`config.mk`:
```
export PLATFORM = sky130hd
export DESIGN_NAME = apu_regbus_arbiter
export DESIGN_NICKNAME = d
export VERILOG_FILES = /design/src/rtl/apu_regbus_arbiter.sv
export SDC_FILE = /design/constraint.sdc
export NUM_CORES = 1
export LEC_CHECK = 0
export ABC_AREA = 1
export CORE_ASPECT_RATIO = 1.25
export CORE_MARGIN = 5
export CORE_UTILIZATION = 38
export CTS_CLUSTER_SIZE = 20
export DETAILED_ROUTE_END_ITERATION = 7
export PLACE_DENSITY_LB_ADDON = 0.3
export SLEW_MARGIN = 20
export SYNTH_ARGS = -nofsm -noshare
export SYNTH_HDL_FRONTEND = slang
export SYNTH_SLANG_ARGS = --single-unit
```
`constraint.sdc`:
```
create_clock -name PHI0 -period 3.8 [get_ports PHI0]
set_input_delay 0.57 -clock PHI0 [delete_from_list [all_inputs] [get_ports PHI0]]
set_output_delay 0.57 -clock PHI0 [all_outputs]
set_load 0.02 [all_outputs]
```
`src/rtl/apu_regbus_arbiter.sv`:
```
// Round-robin arbiter sharing the APU register bus ($4000-$401F) between N_REQ requesters.
// One operation at a time: IDLE accept -> OP (bus driven OP_CYCLES cycles) -> RSP pulse.
module apu_regbus_arbiter #(
  parameter int N_REQ     = 3,
  parameter int OP_CYCLES = 1
) (
  input  logic                 PHI0,
  input  logic                 RES,
  input  logic [N_REQ-1:0]     req_valid,
  input  logic [N_REQ-1:0]     req_rnw,
  input  logic [5*N_REQ-1:0]   req_reg,
  input  logic [8*N_REQ-1:0]   req_wdata,
  output logic [N_REQ-1:0]     req_ready,
  output logic [N_REQ-1:0]     rsp_valid,
  output logic [7:0]           rsp_rdata,
  input  logic [7:0]           D_in,
  output logic                 RnW,
  output logic [15:0]          A,
  output logic [7:0]           D_out,
  output logic                 D_oe,
  output logic                 bus_busy
);

  localparam int PW = $clog2(N_REQ);

  typedef enum logic [1:0] {
    S_IDLE = 2'd0,
    S_OP   = 2'd1,
    S_RSP  = 2'd2
  } state_t;

  state_t             r_state;
  logic [PW-1:0]      r_rr_ptr;
  logic [3:0]         r_cnt;
  logic [N_REQ-1:0]   r_gnt_oh;
  logic               r_rnw;
  logic [15:0]        r_a;
  logic [7:0]         r_d_out;
  logic               r_d_oe;
  logic               r_busy;
  logic [N_REQ-1:0]   r_rsp_valid;
  logic [7:0]         r_rsp_rdata;

  logic [2*N_REQ-1:0] w_rot;
  logic               w_found;
  logic [N_REQ-1:0]   w_sel;
  logic [PW-1:0]      w_next_ptr;
  logic               w_sel_rnw;
  logic [4:0]         w_sel_reg;
  logic [7:0]         w_sel_wdata;
  logic               w_accept;

  // Rotate valids so the search starts at rr_ptr, then pick the first one and mux its request fields.
  always_comb begin
    int v_off;
    int v_idx;
    v_off       = 0;
    v_idx       = 0;
    w_found     = 1'b0;
    w_sel       = '0;
    w_sel_rnw   = 1'b1;
    w_sel_reg   = 5'd0;
    w_sel_wdata = 8'd0;
    w_next_ptr  = '0;
    w_rot       = {req_valid, req_valid} >> r_rr_ptr;
    for (int k = N_REQ - 1; k >= 0; k--) begin
      if (w_rot[k]) begin
        w_found = 1'b1;
        v_off   = k;
      end else begin
        v_off   = v_off;
      end
    end
    v_idx = int'(r_rr_ptr) + v_off;
    if (v_idx >= N_REQ) begin
      v_idx = v_idx - N_REQ;
    end else begin
      v_idx = v_idx;
    end
    for (int k = 0; k < N_REQ; k++) begin
      if (w_found && (k == v_idx)) begin
        w_sel[k]    = 1'b1;
        w_sel_rnw   = req_rnw[k];
        w_sel_reg   = req_reg[5*k +: 5];
        w_sel_wdata = req_wdata[8*k +: 8];
      end else begin
        w_sel[k]    = 1'b0;
      end
    end
    // Explicit wrap keeps the pointer inside 0..N_REQ-1.
    if (v_idx == N_REQ - 1) begin
      w_next_ptr = '0;
    end else begin
      w_next_ptr = PW'(v_idx + 1);
    end
  end

  // Ready is only offered while idle; accept happens on the edge where it meets a valid.
  always_comb begin
    if (r_state == S_IDLE) begin
      req_ready = w_sel;
    end else begin
      req_ready = '0;
    end
    w_accept = (r_state == S_IDLE) && w_found;
  end

  // Arbiter FSM with registered bus and response outputs.
  always_ff @(posedge PHI0) begin
    if (RES) begin
      r_state     <= S_IDLE;
      r_rr_ptr    <= '0;
      r_cnt       <= 4'd0;
      r_gnt_oh    <= '0;
      r_rnw       <= 1'b1;
      r_a         <= 16'h0000;
      r_d_out     <= 8'h00;
      r_d_oe      <= 1'b0;
      r_busy      <= 1'b0;
      r_rsp_valid <= '0;
      r_rsp_rdata <= 8'h00;
    end else begin
      case (r_state)
        S_IDLE: begin
          r_rsp_valid <= '0;
          if (w_accept) begin
            r_state  <= S_OP;
            r_rr_ptr <= w_next_ptr;
            r_cnt    <= 4'(OP_CYCLES - 1);
            r_gnt_oh <= w_sel;
            r_rnw    <= w_sel_rnw;
            r_a      <= 16'h4000 | {11'd0, w_sel_reg};
            r_d_out  <= w_sel_wdata;
            r_d_oe   <= ~w_sel_rnw;
            r_busy   <= 1'b1;
          end else begin
            r_state  <= S_IDLE;
          end
        end
        S_OP: begin
          if (r_cnt == 4'd0) begin
            r_state     <= S_RSP;
            r_rsp_valid <= r_gnt_oh;
            r_rsp_rdata <= r_rnw ? D_in : 8'h00;
            r_rnw       <= 1'b1;
            r_a         <= 16'h0000;
            r_d_out     <= 8'h00;
            r_d_oe      <= 1'b0;
            r_busy      <= 1'b0;
          end else begin
            r_cnt       <= r_cnt - 4'd1;
          end
        end
        S_RSP: begin
          r_state     <= S_IDLE;
          r_rsp_valid <= '0;
        end
        default: begin
          r_state     <= S_IDLE;
          r_rsp_valid <= '0;
          r_rnw       <= 1'b1;
          r_a         <= 16'h0000;
          r_d_out     <= 8'h00;
          r_d_oe      <= 1'b0;
          r_busy      <= 1'b0;
        end
      endcase
    end
  end

  assign rsp_valid = r_rsp_valid;
  assign rsp_rdata = r_rsp_rdata;
  assign RnW       = r_rnw;
  assign A         = r_a;
  assign D_out     = r_d_out;
  assign D_oe      = r_d_oe;
  assign bus_busy  = r_busy;

endmodule

```
* Word-level counts from Yosys, hierarchy flattened
Index checks and enable logic that the tools add are counted.
** Storage, ports and cells
- Register bits :: 49
- Input bits :: 55
- Output and inout bits :: 41
- Logic and storage cells :: 83
** Operators by class
- $add $sub $neg :: 4
- Magnitude comparators :: 1
- Equal/unequal tests :: 8
- Shift operators :: 1
- Muxes and demuxes :: 42
- Bitwise gates (word level) :: 3
- Reductions and logical operators :: 13
** Operator list (number)
- 32-bit two-way mux :: 3
- 8-bit two-way mux :: 6
- 16-bit one-hot mux with 3 select lines :: 1
- 3-bit by 32-bit adder with 32-bit output :: 1
- 2-bit by 32-bit equality test with 1-bit output (first input constant) :: 1
- 3-bit by 32-bit equality test with 1-bit output (first input constant) :: 1
- 32-bit by 3-bit equality test with 1-bit output (second input constant) :: 1
- 32-bit by 3-bit greater-or-equal comparator with 1-bit output (second input constant) :: 1
- 32-bit zero test :: 1
- 16-bit two-way mux :: 2
- 32-bit by 3-bit subtractor with 32-bit output (second input constant) :: 1
- 8-bit one-hot mux with 3 select lines :: 1
- 1-bit two-way mux :: 15
- 5-bit two-way mux :: 3
- 1-bit one-hot mux with 3 select lines :: 3
- 4-bit two-way mux :: 2
- 4-bit one-hot mux with 2 select lines :: 1
- 2-bit two-way mux :: 3
- 2-bit != test (second input constant) :: 3
- 3-bit AND reduction :: 2
- 6-bit by 2-bit right shift with 3-bit output :: 1
- 1-bit logical AND :: 4
- 4-bit zero test :: 1
- 2-bit one-hot mux with 2 select lines :: 1
- other kinds (10) :: 13

* Longest topological paths before layout
- Word-level depth :: 15
- Gate-level depth with buffers :: 24
- Depth with buffers taken out :: 23

* Least setup slack after synthesis
Ideal clock, no wire load.
- Kind :: input -> output
- Start point :: input req_valid[2]
- End point :: output req_ready[1]
- Arrival time :: 3.417 ns
- Data required time :: 3.230 ns
- Path slack :: -0.187 ns
- Stages on the path :: 18
- Path buffers :: 1
- Cells stage by stage :: inv_1 nand2_1 o21ai_1 inv_1 o21ai_0 nor3b_1 fa_1 ha_1 ha_1 nor2_1 nand2_1 o21ai_0 ha_1 nand3_1 clkbuf_1 nor2_1 nand2_1 inv_1
** Between the ends
- Word-level cells in the longest chain between the ends :: 11
- Elaborated cells between the ends (all ways) :: 15
- Classes of those cells :: add/sub (2); order compare (1); eq/ne (1); shift (1); mux (9); reduce/logical (1)
** RTL lines
- start, declared :: line 9 : input logic [N_REQ-1:0] req_valid,
- 6-bit by 2-bit right shift with 3-bit output (*) :: line 65 : w_rot = {req_valid, req_valid} >> r_rr_ptr;
- 2-bit two-way mux :: line 67 : if (w_rot[k]) begin
- 32-bit two-way mux (2 in a row) :: line 67
- 3-bit by 32-bit adder with 32-bit output :: line 74 : v_idx = int'(r_rr_ptr) + v_off;
- 32-bit by 3-bit subtractor with 32-bit output / 32-bit by 3-bit greater-or-equal comparator with 1-bit output (equally long branches) :: line 76, 75
- 32-bit two-way mux :: line 75 : if (v_idx >= N_REQ) begin
- 2-bit by 32-bit equality test with 1-bit output :: line 81 : if (w_found && (k == v_idx)) begin
- 1-bit logical AND (*) :: line 81
- 1-bit two-way mux (*) :: line 81
- 3-bit two-way mux (*) :: line 100 : if (r_state == S_IDLE) begin
- end, declared :: line 13 : output logic [N_REQ-1:0] req_ready,
Every way passes the cells marked *; elsewhere a longest branch is shown, timed or not.

* Worst setup path in the final report
- Start point :: input req_valid[0]
- End point :: output req_ready[0]
** Between the ends
- Word-level cells in the longest chain between the ends :: 11
- Elaborated cells between the ends (all ways) :: 15
- Classes of those cells :: add/sub (2); order compare (1); shift (1); mux (9); reduce/logical (2)
** RTL lines (line)
- 6-bit by 2-bit right shift with 3-bit output (*) :: 65
- 2-bit two-way mux :: 67
- 32-bit two-way mux (2 in a row) :: 67
- 3-bit by 32-bit adder with 32-bit output :: 74
- 32-bit by 3-bit subtractor with 32-bit output / 32-bit by 3-bit greater-or-equal comparator with 1-bit output (equally long branches) :: 76, 75
- 32-bit two-way mux :: 75
- 32-bit zero test :: 81
- 1-bit logical AND (*) :: 81
- 1-bit two-way mux (*) :: 81
- 3-bit two-way mux (*) :: 100
Marked as above.

==> results <==
- The run finished, with violations left.
- The checks that failed: setup timing.
- The achievable clock frequency is 257.7 MHz.
- Measured along the x axis, the die boundary spans 78.40 µm.
- The tool flagged a number of max-cap violations equal to 0.
- The number of pins with negative max-slew slack in the final report came to 0.
- Yosys attributes the largest share of cell area to sky130_fd_sc_hd__dfxtp_1 (34%), sky130_fd_sc_hd__nand2_1 (15%), sky130_fd_sc_hd__nand3_1 (9.5%).
- The number of different library cells used by synthesis comes to 33.
- The routed design uses 447 µm of met3 wire.
- The worst relative slew slack is 52.45%.
- The number of clock buffers added by TritonCTS is 5.
- The die covers 0.007486 mm².
- The wire length reported by the detailed router is 6.963 mm.
- The critical path goes through buf_6 -> inv_1 -> nand2_2 -> o21ai_2 -> inv_1 -> buf_4 -> buf_4 -> nor2_1 -> nor3b_4 -> fa_2 -> ha_4 -> ha_4 -> nor2_4 -> buf_4 -> o21ai_4 -> ha_2 -> nand3_2 -> nor2_4 -> nand3_2 -> inv_2 -> buf_6.
- The floorplan step set the die height to 95.50 µm.
- The most instantiated flip-flop cell in the synthesis netlist is sky130_fd_sc_hd__dfxtp_1.
- The startpoint identified for the worst register-to-register timing path is r_rr_ptr[0].
- The wire length the detailed router placed on met1 is 2.710 mm.
- The clock reaches the later pin of the worst-skew pair after 0.29 ns.
- TritonCTS built the clock tree.
- The final weighted congestion in routability-driven placement is 0.8574.
- The post-route minimum period is 3.880 ns.
- The worst setup path is of the in2out kind.
- Sequential elements use 34.23% of the synthesized area.
- The routed layout has 2490 vias.
- In the final design database the tool counted 501 nets.
- Dividing total power by cell area gives a power density of 1081 mW/mm².
- The net switching power figure is 1.852 mW.
- The arrival time of the worst setup path is 3.31 ns.
- The count of final hold-check violations came to 0.
- The worst path buffer plus inverter count is 8.
- The category of the worst setup path capture point is a primary output.
- The synthesized netlist occupies a cell area of 0.002222 mm².
- Counting instances in the post-synthesis netlist gives the leading cell types as sky130_fd_sc_hd__nand2_1 (86), sky130_fd_sc_hd__nand3_1 (42), sky130_fd_sc_hd__dfxtp_1 (38).
- The count of inserted antenna diode cells is 0.
- Hold repair after CTS inserted 0 buffers.
- The proportion of netlist area held by the largest area contributor is 34.23%.
- The finished cells cover 0.003603 mm².
- The worst hold path belongs to the class reg2reg.
- Among the stages of the critical path, the cell type that occurs most often is sky130_fd_sc_hd__buf_4.
- The number of synthesis warnings is 0.
- The buffer depth of the longest clock path is 2.
- The maximum number of pins on one net before global-route repair is 32.
- The initial utilization of the core area, before any placement, comes to 38.71%.
- The largest single stage delay on the critical path is 0.58 ns.
- In the synthesized netlist the async set-or-reset flop fraction comes to 0%.
- Setup violations remaining at the end of the flow were counted as 3.
- The internal power is 2.042 mW.
- The number of vias per cell is 4.940.
- On the critical path the largest part of the delay comes from adder cells.
- The pin slew with the least headroom to its limit is 0.7110 ns.
- The HPWL after detailed placement is 4.742 mm.
- Detailed routing placed a total of 3.717 mm of wire on met2.
- For this design the static power due to leakage is 1.559 nW.
- Setup repair after global routing could not meet its margin everywhere.
- In this run switching power makes up 47.57% of total power.
- The minimum setup slack after placement is -0.9875 ns.
- After the first detailed-routing iteration, the DRC count stood at 139.
- The worst hold path startpoint is A[3].
- The detailed-route wire length per cell is 13.82 µm.
- The worst register-to-register path has a depth of 23.
- The mean instance size in the synthesized netlist is 6.816 µm².
- Clock-pin slew was measured on the worst setup and hold paths at 0.07 ns.
- The final global-route overflow total is 0.
- The total placed instance area is 0.003234 mm².
- The post-route total power is 3.894 mW.
- The minimum setup slack in the final design is -0.07989 ns.
- The path with the worst hold slack has its endpoint at A[3].
- The required time at the endpoint of the critical path is 3.23 ns.
- The first-pass GRT wire length is 11.03 mm.
- Row generation in the floorplan step produced 31 rows.
- The share of layout cells above drive strength 1 is 21.92%.
- The post-detailed-route count of antenna-violating nets is 0.
- The count of flip-flops with a built-in enable after synthesis is 0.
- The aggregate global-route resource usage is 18.45%.
- The area of the core region is 0.005741 mm².
- The area growth from synthesis to layout is 62.16%.
- For flop-to-flop paths, the worst setup slack is 0.19 ns.
- In the finished design, the share of the clock period the worst path needs comes to 102.1%.
- The combinational share of power is 74.2%.
- The clock tree skew after final layout is 0.008894 ns.
- The first detailed-routing pass took 4 iterations.
- Counting the fill cells in the layout gives 527.
- In this run the number of H-tree levels came out at 2.
- The sequential group share of total power is 15.1%.
- The number of instances on the worst hold path is 2.
- The number of antenna violations at the first check in global routing is 0.
- In the routed design, unresolved DRC markers number 0.
- Among all cell types in the netlist, the one instantiated most often is sky130_fd_sc_hd__nand2_1.
- Across the VDD grid, the largest voltage drop is 678.7 µV.
- The via count of the first global-routing pass is 2396.
- Signal routing reaches up to met4.
- The cell count after synthesis came out at 326.
- The cell type contributing the most total cell area after synthesis is sky130_fd_sc_hd__dfxtp_1.
- The end of the worst register-to-register path is D_out[5].
- The startpoint type of the worst setup path is an input pin.
- The number of placed I/O pins is 96.
- The synthesized flop and latch total is 38.
- For this design, the sink count on the clock tree is 38.
- The peak fanout along the critical path is 3.
- The master cell of the clock root buffer is sky130_fd_sc_hd__clkbuf_8.
- The share of total power in the clock network is 10.7%.
- Input and output buffers added on the ports amount to 85.
- The worst-path cell with the longest stage delay is sky130_fd_sc_hd__fa_2.
[cell type report]
class	instances	area [µm²]	share of cell area, %
Multi-Input combinational cell	240	1373	38.09
Timing Repair Buffer	120	1125	31.22
Sequential cell	38	764.5	21.22
Inverter	32	121.4	3.368
Tap cell	66	82.58	2.292
Clock buffer	5	68.82	1.910
Clock inverter	3	68.82	1.910
[what timing repair did]
item                                    in CTS  in global routing
pin swaps                                   18                 15
gates resized for setup                     54                 14
setup buffers                                7                  5
endpoints found under the setup margin      21                  3
[layer usage]
| metal | GRT usage, % | vias up |
|---|---|---|
| met5 | 0 | - |
| met4 | 6.851 | 0 |
| met3 | 4.064 | 8 |
| met2 | 34.29 | 84 |
| met1 | 20.51 | 1135 |
| li1 | - | 1263 |
[cells in the final DEF (no fill, tap or decap), types with 3 or more instances in the layout]
cell and count:
sky130_fd_sc_hd__dfxtp_1 37, sky130_fd_sc_hd__a21oi_1 26, sky130_fd_sc_hd__clkdlybuf4s50_1 79, sky130_fd_sc_hd__nand3_2 4, sky130_fd_sc_hd__nand3_1 39, sky130_fd_sc_hd__nand2_2 5
sky130_fd_sc_hd__ha_2 3, sky130_fd_sc_hd__inv_1 22, sky130_fd_sc_hd__conb_1 10, sky130_fd_sc_hd__nor2_1 18, sky130_fd_sc_hd__nand4_1 14, sky130_fd_sc_hd__ha_4 3
sky130_fd_sc_hd__o21ai_2 5, sky130_fd_sc_hd__buf_6 5, sky130_fd_sc_hd__buf_4 33, sky130_fd_sc_hd__nor2_4 5, sky130_fd_sc_hd__inv_2 9, sky130_fd_sc_hd__nand2_1 82
sky130_fd_sc_hd__clkbuf_8 5
[kinds of logic (layout without fill, tap and decap cells)]
family / count (synthesis) / count (layout) / synth area share [%]
simple gates: 176 / 176 / 36.15
buf+inv: 57 / 160 / 12.84
compound gates: 42 / 42 / 10.02
flops: 38 / 38 / 34.23
fa+ha+maj: 9 / 9 / 5.406
xor+xnor: 3 / 3 / 1.183
other cells: 1 / 10 / 0.1688
[flip-flops by register name, indices dropped and copies added, names as in the netlist]
| register | flops |
|---|---|
| D_oe | 1 |
| RnW | 1 |
| rsp_rdata | 8 |
| r_gnt_oh | 3 |
| rsp_valid | 3 |
| r_state | 2 |
| D_out | 8 |
| r_rr_ptr | 2 |
| r_cnt | 4 |
| A | 6 |
[worst max-delay path by stage]
stage	cells past startpoint	to	from	slack (ns)
after detailed placement	21	req_ready[0]	req_valid[0]	-0.99
after global routing	19	req_ready[0]	r_rr_ptr[0]	-0.23
after CTS	20	req_ready[2]	r_rr_ptr[0]	0.0002
after floorplan	19	req_ready[0]	req_valid[2]	0.02
after global placement	21	req_ready[0]	req_valid[0]	-0.89
final	21	req_ready[0]	req_valid[0]	-0.08
[power by group through the flow]
stage | Combinational (mW) | Clock (mW) | Sequential [mW]
after global routing | 3.20 | 0.444 | 0.603
after global placement | 2.41 | 0 | 0.589
after floorplan | 1.66 | 0 | 0.663
final | 2.89 | 0.416 | 0.590
after CTS | 2.66 | 0.425 | 0.589
after detailed placement | 2.45 | 0 | 0.593
[stage by stage]
stage	hold slack, ns	cells	util, %	setup TNS (ns)
2_1_floorplan	0.4378	335	-	0
3_3_place_gp	0.4518	484	56.34	-8.769
3_5_place_dp	0.4545	484	56.34	-10.95
4_1_cts	0.4666	499	61.09	0
5_1_grt	0.4780	504	62.77	-0.6755
6_report	0.4639	504	62.77	-0.1818
[worst reg2reg max path: stages (launching register included)]
cell and delay (ns):
sky130_fd_sc_hd__dfxtp_4 0.40, sky130_fd_sc_hd__nand2_2 0.06, sky130_fd_sc_hd__o21ai_2 0.07, sky130_fd_sc_hd__inv_1 0.07
sky130_fd_sc_hd__buf_4 0.13, sky130_fd_sc_hd__buf_4 0.12, sky130_fd_sc_hd__nor2_1 0.17, sky130_fd_sc_hd__nor3b_4 0.07
sky130_fd_sc_hd__fa_2 0.58, sky130_fd_sc_hd__ha_4 0.16, sky130_fd_sc_hd__ha_4 0.15, sky130_fd_sc_hd__nor2_4 0.05
sky130_fd_sc_hd__buf_4 0.14, sky130_fd_sc_hd__o21ai_4 0.15, sky130_fd_sc_hd__ha_2 0.21, sky130_fd_sc_hd__buf_4 0.11
sky130_fd_sc_hd__buf_4 0.10, sky130_fd_sc_hd__nand3_1 0.10, sky130_fd_sc_hd__nor2_2 0.15, sky130_fd_sc_hd__buf_4 0.19
sky130_fd_sc_hd__nand3_1 0.08, sky130_fd_sc_hd__nand3_1 0.09, sky130_fd_sc_hd__nand2_1 0.06, sky130_fd_sc_hd__a21oi_1 0.13
Note: power is estimated with default switching activity, not from simulation.
